$ cat config.mk
export PLATFORM = sky130hd
export DESIGN_NAME = pri_enc8_3_seq
export DESIGN_NICKNAME = d
export VERILOG_FILES = /design/src/rtl/pri_enc8_3_seq.sv
export SDC_FILE = /design/constraint.sdc
export NUM_CORES = 1
export LEC_CHECK = 0
export ABC_CLOCK_PERIOD_IN_PS = 4350
export CORE_MARGIN = 8
export CORE_UTILIZATION = 50
export DETAILED_ROUTE_END_ITERATION = 10
export DONT_BUFFER_PORTS = 1
export MAX_ROUTING_LAYER = met4
export SLEW_MARGIN = 15
export SYNTH_ARGS = -nofsm -noshare
export SYNTH_HDL_FRONTEND = slang
export SYNTH_SLANG_ARGS = --single-unit
$ cat constraint.sdc
create_clock -name CLK -period 4.35 [get_ports CLK]
set_input_delay 0.435 -clock CLK [delete_from_list [all_inputs] [get_ports CLK]]
set_output_delay 0.435 -clock CLK [all_outputs]
set_load 0.005 [all_outputs]
$ cat src/rtl/pri_enc8_3_seq.sv
// pri_enc8_3_seq: sequenced 8-to-3 priority encoder with request latching and valid/ack handshake
module pri_enc8_3_seq (
   input  logic CLK,
   input  logic RST_N,
   input  logic R0,
   input  logic R1,
   input  logic R2,
   input  logic R3,
   input  logic R4,
   input  logic R5,
   input  logic R6,
   input  logic R7,
   input  logic EN,
   input  logic ACK,
   output logic Y0,
   output logic Y1,
   output logic Y2,
   output logic VALID,
   output logic PEND
);
   typedef enum logic {IDLE, GRANT} state_t;
   state_t state, state_nxt;
   logic [7:0] r, p, p_nxt, v, clr;
   logic [2:0] y, y_nxt, top;
   logic pend;
   logic start;
   assign r = {R7, R6, R5, R4, R3, R2, R1, R0};
   assign v = p | (EN ? r : 8'h00);
   assign start = (state == IDLE) && EN && (|v);
   always_comb begin
      top = 3'd0;
      for (int i = 0; i < 8; i++) top = v[i] ? i[2:0] : top;
   end
   always_ff @(posedge CLK or negedge RST_N)
      if (!RST_N) state <= IDLE;
      else state <= state_nxt;
   always_comb
      state_nxt = (state == IDLE) ? (start ? GRANT : IDLE) : (ACK ? IDLE : GRANT);
   // clear beats a same-cycle set of the granted bit
   always_comb begin
      clr = (state == GRANT && ACK) ? (8'h01 << y) : 8'h00;
      p_nxt = v & ~clr;
      y_nxt = start ? top : y;
   end
   always_ff @(posedge CLK or negedge RST_N)
      if (!RST_N) begin
         p <= 8'h00;
         y <= 3'd0;
         pend <= 1'b0;
      end else begin
         p <= p_nxt;
         y <= y_nxt;
         pend <= |p_nxt;
      end
   assign {Y2, Y1, Y0} = y;
   assign VALID = (state == GRANT);
   assign PEND = pend;
endmodule
# Word-level counts from Yosys, hierarchy flattened

Cells that the tools add are included.

$add $sub $neg: 0
$mul: 0
Div/mod/pow operators: 0
Order comparisons: 0
Equality and inequality tests: 0
Shifts and indexed selects: 1
Mux-type cells: 12
Bitwise gates (word level): 4
Reductions and logical operators: 5

Operator list:

| cell                  | count |
|---|---|
| $mux W8               | 2 |
| $reduce_or A8 Y1      | 2 |
| $mux W3               | 4 |
| $and A8 B8 Y8         | 1 |
| $not A8 Y8            | 1 |
| $or A8 B8 Y8          | 1 |
| $shl A1 B3 Y8 const A | 1 |
| $mux W1               | 4 |
| $mux W2               | 2 |
| $logic_and A1 B1 Y1   | 3 |
| $not A1 Y1            | 1 |

Register bits after elaboration: 13
Latch bits: 0
RAM bits: 0
ROM bits: 0
Input bits: 12
Output and inout bits: 5
Memories kept: 0

# Longest topological paths before layout

Depth after elaboration: 9
Depth in mapped cells: 5

# Worst setup path before layout

No wires, ideal clock.

Path kind: input -> register
Start point: input port R1
End point: register y[0]
Arrival: 1606 ps
Data required time: 4225 ps
Setup slack: 2619 ps
Stages: 3
Path buffers: 0
Cell sequence: or4_4 > o311ai_4 > mux2_2

Word-level cells in the longest chain between the ends: 9
Elaborated cells between the ends (all ways): 11
Those cells by class: mux (8); bitwise (1); reduce/logical (2)

RTL lines:

| element              | RTL line | RTL |
|---|---|---|
| start, declared      | 6        | `input logic R1,` |
| $mux W8 (*)          | 28       | `assign v = p \| (EN ? r : 8'h00);` |
| $or A8 B8 Y8 (*)     | 28       |  |
| $mux W1              | 32       | `for (int i = 0; i < 8; i++) top = v[i] ? i[2:0] : top;` |
| $mux W2 (2 in a row) | 32       |  |
| $mux W3 (4 in a row) | 32       |  |
| end signal, assigned | 52       | `y <= y_nxt;` |
| end, declared        | 24       | `logic [2:0] y, y_nxt, top;` |

Every way passes the cells marked *; elsewhere a longest branch is shown, timed or not.
A chain may end at the register's enable or synchronous reset.

# Worst setup path after layout

Start point: register p[1]
End point: register y[0]

Word-level cells in the longest chain between the ends: 8
Elaborated cells between the ends (all ways): 10
Those cells by class: mux (7); bitwise (1); reduce/logical (2)

RTL lines:

| element                | RTL line | RTL |
|---|---|---|
| start, declared        | 23       | `logic [7:0] r, p, p_nxt, v, clr;` |
| start signal, assigned | 51       | `p <= p_nxt;` |
| $or A8 B8 Y8 (*)       | 28       |  |
| $mux W1                | 32       |  |
| $mux W2 (2 in a row)   | 32       |  |
| $mux W3 (4 in a row)   | 32       |  |

Marks and branches as above.

==> metrics.yaml <==
worst_setup_path:
  r2r_cells: 3
  start_kind: "register"
  rr_startpoint: "p[1]"
  required_ns: 4.53
  crit_chain: "or4_4 -> o311ai_4 -> mux2_2"
  critPathMaxStageDelay_ns: 0.53
  worstReg2RegEnd: "y[0]"
  path_class: "reg -> reg"
  crit_start: "p[1]"
  crit_fanout: 4
  critPathArrivalTime_ns: 1.93
  critPathCapture: "y[0]"
  rrSetupSlack_ns: 2.60
  crit_path_end_kind: "register"
  cp_slowest_cell: "or4_4"
sta:
  fmax_mhz: 571.1
  rsz0062_at_grt: "no"
  fin_setup_tns_ns: 0
  maxSlewHeadroom_pct: 61.13
  worst_clock_skew_ns: 0.002849
  finalHoldViolCount: 0
  slew_violations: 0
  fin_crit_sh_pct: 40.25
  setup_violations: 0
  post-route-min-period_ns: 1.751
  worstMarginPinSlew_ns: 0.5811
  setup_ws_ns: 2.599
yosys:
  seq_area_frac_synth_pct: 49.15
  yosysUniqueCellTypes: 24
  yosysTopAreaCell: "dfrtp_1"
  synth_top_area_share_pct: 49.15
  synth_seq_cells: 13
  synthCells: 66
  synth_area_leaders: "dfrtp_1, a21oi_1, o311ai_4"
  syn_area_per_cell_sq_um: 10.03
  syn_nets: 78
  synth.cell_area_sq_um: 661.9
  yosysWarnings: 0
detailed_routing:
  drc: 0
  drt_iter0_markers: 8
  antenna_left: 0
  wl_um: 1581
  drt_first_pass_iters: 4
  viasPerCell: 6.306
  num_vias: 536
  avgRoutedWirePerCell_um: 18.60
placed_design:
  io_buffers: 0
  gp_congestion: 0.7582
  pre_cts_ws_ns: 2.541
  dp_cells: 80
  hpwl_um: 1192
worst_hold_path:
  hp-class: "in -> reg"
finish:
  fin_nets: 83
  drive_above_1_share_pct: 11.43
  nFillCells: 119
  area_growth_syn_to_layout_pct: 7.561
  instances_no_fill: 85
  finalCoreUtilization_pct: 56.11
  multi_input_area_sq_um: 324.1
  n_antenna_cell: 0
  final-seq-area_sq_um: 325.3
clocking:
  cts_tree: "built"
  root_buffer: "clkbuf_4"
  cts_sinks: 13
  cts_resized: 0
  clock_latency_ns: 0.29
  htreeDepth: 1
  clk_pin_slew_ns: 0.08
  clock_path_buffers: 2
  cts_buffers: 3
power_and_ir_drop:
  ir_drop_mv: 0.2033
  p_total_uw: 295.4
  leakage_uw: 0.0002621
  pwr_density_cell_nw_per_um2: 414.9
global_routing:
  grt_usage_pct: 12.96
  grt_pass1_vias: 519
  grt_overflow: 0
  grt_max_degree: 15
  antenna_found_initial: 0
  grt_pass1_wl_um: 2490
floorplan:
  initial_core_util_pct: 52.17
  fp.dieW_um: 52.39
  num_rows: 13
  die_area_sq_um: 2744
  core-area_sq_um: 1269
  ios: 17
  die_h_um: 52.39
run_status:
  status: "complete, no violations"
job:
  drv_cap: 0
metal layers:
metal	part of all wire, %	GRT usage [%]	vias up
met5	0	-	-
met4	2.8	9.052	0
li1	-	-	253
met3	7.2	4.545	5
met1	42	13.83	258
met2	48	19.57	20
cells in the mapped netlist:
library cell / instances
dfrtp_1: 13
a21oi_1: 11
nor2_1: 5
o21ai_0: 5
a31oi_1: 4
nand2_1: 4
nor2b_1: 3
a22o_1: 2
and3_1: 2
inv_1: 2
mux2_2: 2
a21boi_0: 1
a21o_1: 1
a21o_2: 1
and3b_1: 1
buf_2: 1
mux2i_1: 1
nand3_1: 1
nand4_1: 1
nor4_1: 1
o211ai_1: 1
o2bb2ai_1: 1
o311ai_4: 1
or4_4: 1
registers in the layout (all words and copies together) (netlist names):
register	cells
p	8
y	3
PEND	1
VALID	1
power by group:
group          internal, uW  switching (uW)  leakage [uW]
registers               138            24.7      0.000123
clock network          35.7            44.3     0.0000150
logic                  22.2            30.4      0.000124
cell families after synthesis:
logic type / share of synthesized area, %
AO/OA/AOI/OAI: 28.55
AND/OR/NAND/NOR: 15.50
flip-flops: 49.15
multiplexers: 4.915
buffers and inverters: 1.890
stage by stage:
step                hold WS [ns]  instance area [sq um]
floorplan                 0.1394                  661.9
global placement          0.1398                  675.6
detailed placement        0.1398                  675.6
CTS                       0.2540                  711.9
global route              0.2695                  711.9
finish                    0.2451                  711.9
layout make-up:
class                      instances  share of cell area, %
inverter                           2                  1.054
clock buffer                       4                  3.691
multi-input combinational         50                  45.52
tap                               15                  2.636
sequential                        13                  45.69
timing repair buffer               1                  1.406
worst min-delay path by stage:
stage	from	end	depth (start not counted)
final	ACK	VALID	1
after CTS	ACK	VALID	1
after floorplan	RST_N	PEND	0
after detailed placement	RST_N	VALID	0
after global routing	ACK	VALID	1
after global placement	RST_N	VALID	0
worst max-delay path: cells and delay by family (launching register included):
kind	cells	cell delay (ns)
compound gates	1	0.32
flops	1	0.40
mux	1	0.39
simple gates	1	0.53
placed cells by master (no fill, tap or decap), drive strengths merged:
cell / netlist / layout
or4: 1 / 1
inv: 2 / 2
o21ai: 5 / 5
nor2b: 3 / 3
nor2: 5 / 5
dlygate4sd3: 0 / 1
and3b: 1 / 1
mux2i: 1 / 1
o311ai: 1 / 1
o211ai: 1 / 1
nand3: 1 / 1
a21o: 2 / 2
a21boi: 1 / 1
a21oi: 11 / 11
mux2: 2 / 2
nand2: 4 / 4
o2bb2ai: 1 / 1
nor4: 1 / 1
and3: 2 / 2
clkbuf: 0 / 4
nand4: 1 / 1
dfrtp: 13 / 13
a31oi: 4 / 4
a22o: 2 / 2
timing repair:
item / in CTS / in global routing
buffers inserted: 0 / 0
hold buffers: 1 / 0
endpoints found under the hold margin: 13 / 0
(Power assumes the default switching activity.)
